$ cat src/rtl/dma_rd_ctrl.sv
// -----------------------------------------------------------------------------
// dma_rd_ctrl
//   Read-side controller for the PL-to-CPU DMA async FIFO (64-bit read port),
//   running in the cpu_clk domain. It sequences the FIFO reset, waits for the
//   reset-busy flags to clear, then executes CPU-commanded transfers of N words.
//   Words read from the FIFO (1-cycle read latency) land in a 2-entry skid
//   buffer, and the head of that buffer is offered to the consumer with a
//   valid/ready handshake.
//
// Ports
//   cpu_clk, nreset                 clock, asynchronous active-low reset
//   ctrl_start, ctrl_len            start pulse and transfer length in words
//   ctrl_flush                      abort pulse; restarts the FIFO reset sequence
//   fifo_reset                      FIFO rst
//   fifo_rd_rst_busy/wr_rst_busy    FIFO reset-busy flags
//   fifo_empty, fifo_rd, fifo_dout  FIFO read port (dout valid cycle after rd)
//   dma_out, dma_valid, dma_re      consumer handshake (transfer on valid && re)
//   busy, done, words_done          progress / completion
//   status                          {rst_timeout, aborted, fifo_ready, dma_valid}
// -----------------------------------------------------------------------------
module dma_rd_ctrl #(
   parameter int LEN_W            = 16,
   parameter int RST_PULSE_CYCLES = 4,
   parameter int RST_TIMEOUT      = 256
) (
   input  logic             cpu_clk,
   input  logic             nreset,
   input  logic             ctrl_start,
   input  logic [LEN_W-1:0] ctrl_len,
   input  logic             ctrl_flush,
   output logic             fifo_reset,
   input  logic             fifo_rd_rst_busy,
   input  logic             fifo_wr_rst_busy,
   input  logic             fifo_empty,
   output logic             fifo_rd,
   input  logic [63:0]      fifo_dout,
   output logic [63:0]      dma_out,
   output logic             dma_valid,
   input  logic             dma_re,
   output logic             busy,
   output logic             done,
   output logic [LEN_W-1:0] words_done,
   output logic [3:0]       status
);

   localparam int PCNT_W = $clog2(RST_PULSE_CYCLES + 1);
   localparam int TCNT_W = $clog2(RST_TIMEOUT + 1);
   localparam logic [PCNT_W-1:0] PULSE_LAST = PCNT_W'(RST_PULSE_CYCLES - 1);
   localparam logic [TCNT_W-1:0] TMO_LAST   = TCNT_W'(RST_TIMEOUT - 1);
   localparam logic [LEN_W-1:0]  ONE        = LEN_W'(1);

   typedef enum logic [1:0] {RST_PULSE, WAIT_BUSY, IDLE, RUN} state_t;

   state_t            state;
   logic [PCNT_W-1:0] pulse_cnt;
   logic [TCNT_W-1:0] tmo_cnt;
   logic              fifo_ready;
   logic              rst_timeout;
   logic              aborted;
   logic [LEN_W-1:0]  len_q;
   logic [LEN_W-1:0]  issued;
   logic              rd_p1;         // a FIFO read is in flight; dout valid now
   logic [1:0]        occ_p2;        // skid buffer occupancy
   logic [63:0]       skid_head_p2;
   logic [63:0]       skid_tail_p2;

   logic              pop;
   logic              push;
   logic              last_accept;
   logic [2:0]        fill;

   assign dma_valid = (occ_p2 != 2'd0);
   assign dma_out   = skid_head_p2;
   assign status    = {rst_timeout, aborted, fifo_ready, dma_valid};

   assign pop  = dma_valid && dma_re;
   assign push = rd_p1 && (state == RUN);

   // Projected occupancy once the in-flight word lands and this cycle's accept
   // leaves; a new read is only safe while that stays below the buffer depth.
   assign fill = {1'b0, occ_p2} + {2'b00, rd_p1} - {2'b00, pop};

   assign fifo_rd = (state == RUN) && !fifo_empty && (issued < len_q) && (fill < 3'd2);

   assign last_accept = (state == RUN) && pop && (words_done == len_q - ONE);

   always_ff @(posedge cpu_clk or negedge nreset) begin
      if (!nreset) begin
         state        <= RST_PULSE;
         pulse_cnt    <= '0;
         tmo_cnt      <= '0;
         fifo_reset   <= 1'b1;
         busy         <= 1'b1;
         fifo_ready   <= 1'b0;
         rst_timeout  <= 1'b0;
         aborted      <= 1'b0;
         len_q        <= '0;
         issued       <= '0;
         words_done   <= '0;
         done         <= 1'b0;
         rd_p1        <= 1'b0;
         occ_p2       <= 2'd0;
         skid_head_p2 <= '0;
         skid_tail_p2 <= '0;
      end else begin
         done  <= 1'b0;
         rd_p1 <= fifo_rd;

         // ---- stage p1 -> p2: capture FIFO data into the skid buffer ----
         if (state == RUN) begin
            if (pop)     words_done <= words_done + ONE;
            if (fifo_rd) issued     <= issued + ONE;
            case ({pop, push})
               2'b10: begin
                  skid_head_p2 <= skid_tail_p2;
                  occ_p2       <= occ_p2 - 2'd1;
               end
               2'b01: begin
                  if (occ_p2 == 2'd0) skid_head_p2 <= fifo_dout;
                  else                skid_tail_p2 <= fifo_dout;
                  occ_p2 <= occ_p2 + 2'd1;
               end
               2'b11: begin
                  if (occ_p2 == 2'd1) begin
                     skid_head_p2 <= fifo_dout;
                  end else begin
                     skid_head_p2 <= skid_tail_p2;
                     skid_tail_p2 <= fifo_dout;
                  end
               end
               default: ;
            endcase
         end

         // All words issued have been accepted, so the buffer is already empty.
         if (last_accept) begin
            done   <= 1'b1;
            state  <= IDLE;
            busy   <= 1'b0;
            occ_p2 <= 2'd0;
         end

         // Flush overrides every transition below, including a same-cycle start;
         // a word accepted in the flush cycle still counts.
         if (ctrl_flush) begin
            state       <= RST_PULSE;
            pulse_cnt   <= '0;
            fifo_reset  <= 1'b1;
            busy        <= 1'b1;
            fifo_ready  <= 1'b0;
            rst_timeout <= 1'b0;
            occ_p2      <= 2'd0;
            rd_p1       <= 1'b0;
            if (state == RUN && !last_accept) aborted <= 1'b1;
         end else begin
            case (state)
               RST_PULSE: begin
                  if (pulse_cnt == PULSE_LAST) begin
                     state      <= WAIT_BUSY;
                     fifo_reset <= 1'b0;
                     tmo_cnt    <= '0;
                  end else begin
                     pulse_cnt <= pulse_cnt + PCNT_W'(1);
                  end
               end
               WAIT_BUSY: begin
                  if (!fifo_rd_rst_busy && !fifo_wr_rst_busy) begin
                     state      <= IDLE;
                     busy       <= 1'b0;
                     fifo_ready <= 1'b1;
                  end else if (tmo_cnt == TMO_LAST) begin
                     state       <= IDLE;
                     busy        <= 1'b0;
                     rst_timeout <= 1'b1;
                  end else begin
                     tmo_cnt <= tmo_cnt + TCNT_W'(1);
                  end
               end
               IDLE: begin
                  if (ctrl_start && fifo_ready) begin
                     words_done <= '0;
                     if (ctrl_len == '0) begin
                        done <= 1'b1;
                     end else begin
                        state   <= RUN;
                        busy    <= 1'b1;
                        len_q   <= ctrl_len;
                        issued  <= '0;
                        aborted <= 1'b0;
                     end
                  end
               end
               RUN: ;
            endcase
         end
      end
   end

endmodule
$ cat config.mk
export PLATFORM = sky130hd
export DESIGN_NAME = dma_rd_ctrl
export DESIGN_NICKNAME = d
export VERILOG_FILES = /design/src/rtl/dma_rd_ctrl.sv
export SDC_FILE = /design/constraint.sdc
export NUM_CORES = 1
export LEC_CHECK = 0
export ABC_CLOCK_PERIOD_IN_PS = 4300
export CORE_MARGIN = 2
export CORE_UTILIZATION = 46
export DETAILED_ROUTE_END_ITERATION = 12
export GPL_TIMING_DRIVEN = 0
export PLACE_DENSITY_LB_ADDON = 0.05
export SLEW_MARGIN = 10
export SYNTH_ARGS = -nofsm -noshare
export SYNTH_HDL_FRONTEND = slang
export SYNTH_SLANG_ARGS = --single-unit
$ cat constraint.sdc
create_clock -name cpu_clk -period 4.3 [get_ports cpu_clk]
set_input_delay 0.645 -clock cpu_clk [delete_from_list [all_inputs] [get_ports cpu_clk]]
set_output_delay 0.645 -clock cpu_clk [all_outputs]
set_load 0.03 [all_outputs]
# [Word level (Yosys, flattened, before mapping)]
# Cells that the tools add are included.
[op_classes] add_sub_neg=9 mul=0 div=0 order_cmp=2 n_eq_ne=20 shift=0 muxes=64 bitwise_logic=2 reduce_logical=40
[op_table] operator="$mux 64" count=4
[op_table] operator="$pmux 64 s3" count=1
[op_table] operator="$mux 16" count=11
[op_table] operator="$pmux 64 s2" count=1
[op_table] operator="$add 16x1->16 const B" count=2
[op_table] operator="$mux 1" count=27
[op_table] operator="$mux 9" count=3
[op_table] operator="$mux 2" count=10
[op_table] operator="$reduce_bool 2->1" count=10
[op_table] operator="$ne 2x2->1 const B" count=9
[op_table] operator="$pmux 9 s2" count=1
[op_table] operator="$eq 16x16->1" count=1
[op_table] operator="$logic_not 16->1" count=1
[op_table] operator="$lt 16x16->1" count=1
[op_table] operator="$sub 16x1->16 const B" count=1
[op_table] operator="$reduce_and 4->1" count=3
[op_table] operator="$logic_and 1x1->1" count=10
[op_table] operator="$add 9x1->9 const B" count=1
[op_table] operator="$eq 9x8->1 const B" count=1
[op_table] operator="$mux 3" count=3
[op_table] operator="$eq 2x2->1 const B" count=4
[op_table] operator="$reduce_and 2->1" count=4
[op_table] operator="$eq 2x1->1 const B" count=3
[op_table] operator="$pmux 2 s3" count=1
[op_table] operator="other kinds (17)" count=24
[word_totals] register_bits=199 latch_bits=0 ramBits=0 rom_bits=0 in_bits=88 out_inout_bits=89 wordCells=153 n_memories=0

# [Depth between registers and ports, before layout]
[depth] word_depth=11 ltp_mapped=17 mapped_depth_nobuf=15

# [Worst setup path after synthesis]
# Ideal clock, no wire load.
[synth_path] path_type="register to output" startpoint="register occ_p2[1]" endpoint="output port fifo_rd" t_arrival_ns=3.130 required_time_ns=3.655 setup_slack_ns=0.525 stages_incl_launch_ff=16 path_buffers=2 path_cell_list="dfrtp_1 > inv_1 > ha_1 > inv_1 > nand2_1 > inv_1 > ha_1 > nand2b_1 > fa_1 > nand2_1 > nor4_1 > o2111ai_1 > o22a_1 > clkbuf_1 > inv_1 > buf_2"
[synth_between] elab_chain_len=5 elab_cells_between_ends=6 classes_between="add/sub (2); order compare (1); reduce/logical (3)"
[synth_lines] element="start, declared" line="63" text="logic [1:0] occ_p2;"
[synth_lines] element="start signal, assigned" line="116" text="occ_p2 <= occ_p2 - 2'd1;"
[synth_lines] element="start signal, assigned" line="121" text="occ_p2 <= occ_p2 + 2'd1;"
[synth_lines] element="$reduce_bool 2->1" line="72" text="assign dma_valid = (occ_p2 != 2'd0);"
[synth_lines] element="via dma_valid" line="38" text="output logic dma_valid,"
[synth_lines] element="$logic_and 1x1->1" line="76" text="assign pop = dma_valid && dma_re;"
[synth_lines] element="$sub 3x1->3" line="81" text="assign fill = {1'b0, occ_p2} + {2'b00, rd_p1} - {2'b00, pop};"
[synth_lines] element="$lt 3x2->1" line="83" text="assign fifo_rd = (state == RUN) && !fifo_empty && (issued < len_q) && (fill < 3'd2);"
[synth_lines] element="$logic_and 1x1->1" line="83"
[synth_lines] element="end, declared" line="35" text="output logic fifo_rd,"
# The timed path passes the listed nets, and every way through them passes these cells.

# [Worst setup path in the final report]
[layout_path] startpoint="register occ_p2[0]" endpoint="output port fifo_rd"
[layout_between] elab_chain_len=5 elab_cells_between_ends=6 classes_between="add/sub (2); order compare (1); reduce/logical (3)"
[layout_lines] element="branches (longest 2 deep; another with $add 2x1->3)"
[layout_lines] element="$sub 3x1->3 *" line="81"
[layout_lines] element="$lt 3x2->1 *" line="83"
[layout_lines] element="$logic_and 1x1->1 *" line="83"
# Mark *: on every way between the ends.

==> reports/metrics.yaml <==
place_area_um2: 11900
synth_ff_type: "dfrtp_1"
ys_seq_area_share_pct: 51.1
crit_start: "occ_p2[0]"
start_util_pct: 46.7
period_needed_ps: 4120
clockRootBuffer: "clkbuf_16"
syn-num-nets: 1061
yosys-top-cells-count: "dfrtp_1, nor2_1, a21oi_1, a22oi_1, mux2_2"
grt_usage_pct: 22.8
synth.avg_cell_area_um2: 10.4
cp-endpoint: "fifo_rd"
grt_max_degree: 104
fp.dieH_um: 150
critPathLaunchType: "flop"
synthDistinctLibCells: 66
grt_pass1_vias: 7698
cts_buffers: 17
totalWireLength_um: 24500
overflow: 0
synth_cells: 940
ant_nets: 0
cts_tree: "built"
core_area_um2: 20900
leakagePower_uw: 0.00559
critPathBufInv: 6
timing.rr.start: "occ_p2[0]"
criticalPathCategory: "flop to output pin"
skew_ps: 16.4
fin_area_um2: 12600
drc: 0
rows: 53
synth.area.top_cells: "dfrtp_1, mux2_2, a22oi_1, a21oi_1, nor2_1"
dp_hpwl_um: 17200
cts_sinks: 199
outcome: "finished clean"
end_kind: "output pin"
drv_cap: 0
clk_latency_ps: 430
max_freq_ghz: 0.243
netlist_area_um2: 9750
place.gp.congestion: 0.815
synthMostInstantiatedCell: "dfrtp_1"
htreeDepth: 4
crit_chain: "inv_1 -> ha_2 -> inv_1 -> nand2_1 -> inv_1 -> ha_1 -> nand2b_1 -> fa_1 -> nand2_1 -> nor4_4 -> o2111ai_1 -> o22a_2 -> inv_1 -> buf_6 -> buf_4"
path_max_fanout: 10
hold_viol_final: 0
synthToLayoutAreaGrowth_pct: 28.8
first_iter_violations: 460
synth_largest_area_cell: "dfrtp_1"
cp.required_ps: 3650
wl_per_cell_um: 17.2
dieArea_um2: 22400
critPathMostFrequentCell: "inv_1"
antenna_found_initial: 1
num-nets-final: 1257
synth_edf_count: 0
cp_slowest_stage_delay_ps: 480
min_path_type: "input pin to async pin"
vias: 7769
hold_ws_ps: 251
p_per_area_nw_per_um2: 326
finalSetupViolCount: 0
ys_ff_latch: 199
r2r_setup_slack_ps: 670
ys_async_sr_fraction_pct: 100
slew_violations: 0
timing.rr.end: "issued[4]"
critPathArrivalTime_ps: 3480
portBuffers: 175
drive_gt1_share_pct: 11.1
grt_pass1_wl_um: 40300
cp_num_cells: 15
ys_warn_count: 0
ir_drop_uv: 228
postCtsHoldBufs: 0
routed_via_density: 5.46
cts_buffer_depth: 2
final.period_utilization_pct: 95.8
slowest_stage: "fa_1"
antenna_cells: 0
drt_pass1_iterations: 7
worst_pin_slew_ps: 1130
slew_headroom_pct: 23.8
ios: 177
critical_path.top_delay_family: "adder cells"
synth_top_area_share_pct: 50.6
r2r_cells: 16
clk_pin_slew_ps: 80
die_x_um: 150
==> cell families (layout without fill, tap and decap cells) <==
group / after synthesis / count (layout) / share of synthesized area, %
xor gates and xnor gates: 42 / 42 / 3.77
and+or+nand+nor: 274 / 274 / 14.0
AOI/OAI and AO/OA: 236 / 236 / 15.1
muxes: 68 / 68 / 7.82
adders and majority gates: 33 / 33 / 4.31
DFF: 199 / 199 / 51.1
buffers and inverters: 88 / 297 / 3.89
==> worst min-delay path by stage <==
stage,startpoint,end,cells after the start
2_1_floorplan,nreset,aborted,0
3_3_place_gp,skid_tail_p2[36],skid_tail_p2[36],1
3_5_place_dp,skid_tail_p2[60],skid_tail_p2[60],1
4_1_cts,nreset,words_done[12],1
5_1_grt,nreset,words_done[12],1
6_report,nreset,words_done[12],1
==> power by group <==
part	switching, uW	leakage (uW)	internal, uW
combinational	213	0.00259	203
clock	793	0.000314	916
sequential	45.6	0.00269	1920
total	1050	0.00559	3040
==> what timing repair did <==
| item | 4_1_cts | 5_1_grt |
|---|---|---|
| resized for setup | 8 | 7 |
| endpoints found under the setup margin | 1 | 1 |
| buffers inserted | 1 | 1 |
| gates cloned | 0 | 0 |
| hold endpoints to repair | 0 | 0 |
==> worst reg2reg max path: cells and delay by family (launching register included) <==
family	cells	cell delay (ps)
buf+inv	5	690
fa+ha+maj	3	960
compound gates	4	820
flops	1	410
simple gates	4	640
==> per-layer routing <==
layer  track usage (%)  wire (um)  up-vias
met5                 0         11        -
met3              6.52       1530       21
met4              5.48        297        2
li1                  -          -     3760
met1              31.7      11300     3788
met2              35.3      11300      198
==> cell type report <==
cell class | count | area (um2)
buffer | 55 | 262
inverter | 32 | 120
clock inverter | 14 | 208
clock buffer | 18 | 439
sequential | 199 | 4980
multi-input combinational | 653 | 4410
timing repair buffer | 178 | 1800
fill | 1829 | 8330
tap | 275 | 344
==> registers in the layout, summed over array words and instances (netlist names) <==
signal / cells
aborted: 1
busy: 1
dma_out: 64
done: 1
fifo_ready: 1
fifo_reset: 1
issued: 16
len_q: 16
occ_p2: 2
pulse_cnt: 3
rd_p1: 1
rst_timeout: 1
skid_tail_p2: 64
state: 2
tmo_cnt: 9
words_done: 16
==> through the flow <==
step           util [%]  instances  worst slack, ps  power, uW  TNS [ps]
2_1_floorplan         -        940              525       2220         0
3_3_place_gp       56.7       1390            -6030       2420  -1190650
3_5_place_dp       56.9       1391             -740       2430      -740
4_1_cts            60.0       1423             10.0       4140         0
5_1_grt            60.1       1424            -11.9       4280     -11.9
6_report           60.1       1424              179       4100         0
==> cells in the final DEF, fill, tap and decap left out, types with 7 or more instances in the layout <==
cell type / instances
inv_1: 31
o31ai_1: 7
nor4_1: 10
ha_1: 31
a22oi_1: 66
and3_1: 11
xnor2_1: 22
clkbuf_1: 42
nor3_1: 15
o21ai_0: 32
xor2_1: 20
nand2_1: 49
a21oi_1: 93
dfrtp_1: 196
clkdlybuf4s50_1: 173
or4_1: 7
buf_4: 7
nor2_1: 118
nand4_1: 10
clkbuf_16: 17
mux2_2: 65
nand3_1: 13
Power figures use the tool's default switching activity.
==> patch (same settings) <==
Change the parameter `RST_PULSE_CYCLES` from 4 to 2.
--- a/src/rtl/dma_rd_ctrl.sv
+++ b/src/rtl/dma_rd_ctrl.sv
@@ -22,3 +22,3 @@
    parameter int LEN_W            = 16,
-   parameter int RST_PULSE_CYCLES = 4,
+   parameter int RST_PULSE_CYCLES = 2,
    parameter int RST_TIMEOUT      = 256
Check against the original RTL: not equivalent (Yosys sat finds a counterexample within 4 cycles, from zero or initial values and one cycle with nreset low).
==> patch against the unedited design <==
Wire length down 0.99%. Setup slack better by 94 ps. Sequential cell count down 1. Combinational power up 37%. Area after synthesis down 1.6%. Count of clock-buffer cells in the layout down 1. Via count down 2.9%. Power up 2.5%. Final area down 1.7%. Global-route usage about the same. Largest power group unchanged. Highest routed layer is now met4.
==> patch: results (changes against the unedited design) <==
[route]
route.vias.total = 7542  ; was 7769
dr.pass1.iters = 6  ; was 7
drt_iter0_markers = 405  ; was 460
wirelength_um = 24200  ; was 24500 um

[finish]
fillerInstances = 1766  ; was 1829
layout-drive-gt1-share_pct = 11.4  ; was 11.1%
design.final.nets = 1231  ; was 1257
post_layout_nonfiller_instances = 1393  ; was 1424

[grt]
first_pass_grt_wire_length_um = 39600  ; was 40300 um
grt_pass1_vias = 7613  ; was 7698
track_usage_pct = 22.8  ; about the same

[setup_path]
reg2reg_to = issued[15]  ; was issued[4]
crit_path_start = occ_p2[1]  ; was occ_p2[0]
worst_r2r_path_depth = 13  ; was 16

[placed_design]
placed_cells_incl_taps = 1361  ; was 1391
hpwl_um = 17300  ; was 17200 um
placed_cell_area_mm2 = 0.0117  ; was 0.0119 mm^2
detailedPlace.worstSlack_ps = -318  ; was -740 ps

[status]
status = completed  ; unchanged

[power]
vdd_ir_drop_max_v = 0.000242  ; was 0.000228 V
sequentialPower_mw = 2.02  ; was 1.97 mW
power_density_mw_per_mm2 = 340  ; was 326 mW/mm^2

[yosys]
synth_area_per_cell_um2 = 10.5  ; was 10.4 um^2
post_synth_main_area_contributors = sky130_fd_sc_hd__dfrtp_1, sky130_fd_sc_hd__mux2_2, sky130_fd_sc_hd__a22oi_1  ; unchanged
syn-num-nets = 1034  ; was 1061
synth_common_cells = sky130_fd_sc_hd__dfrtp_1, sky130_fd_sc_hd__nor2_1, sky130_fd_sc_hd__a21oi_1  ; unchanged
synthDistinctLibCells = 65  ; was 66
synth-adder-area-share_pct = 4.25  ; was 4.31%

[clocking]
ctsResizeCount = 5  ; was 8

[sta]
holdWs_ps = 90.3  ; was 251 ps
maxClockFrequency_mhz = 248  ; was 243 MHz
worst_slew_margin_rel_pct = 24.2  ; was 23.8%

## patch: cell count changes in the layout (fill, tap and decap cells not counted), sizes merged, moves of 5 or more
cell,unedited run,this run
nor2,118,106
nand2,49,59
a21oi,94,87
and4,6,0
clkbuf,61,56
xor2,20,25
## patch: final cells by class
| cell class | instances | area share [%] |
|---|---|---|
| inverters | 35 | 1.06 |
| clock inverters | 14 | 1.34 |
| well taps | 270 | 2.74 |
| multi-input cells | 630 | 34.7 |
| repair buffers | 178 | 14.7 |
| plain buffers | 51 | 1.85 |
| flip-flops and latches | 198 | 40.2 |
| clock buffers | 17 | 3.45 |
## patch: per-layer routing
| layer | up-vias | wire [um] | GRT usage [%] |
|---|---|---|---|
| met3 | 37 | 1540 | 6.60 |
| met2 | 186 | 11300 | 35.5 |
| li1 | 3642 | - | - |
| met1 | 3677 | 10900 | 31.0 |
| met4 | 0 | 490 | 7.10 |
| met5 | - | 0 | 0 |
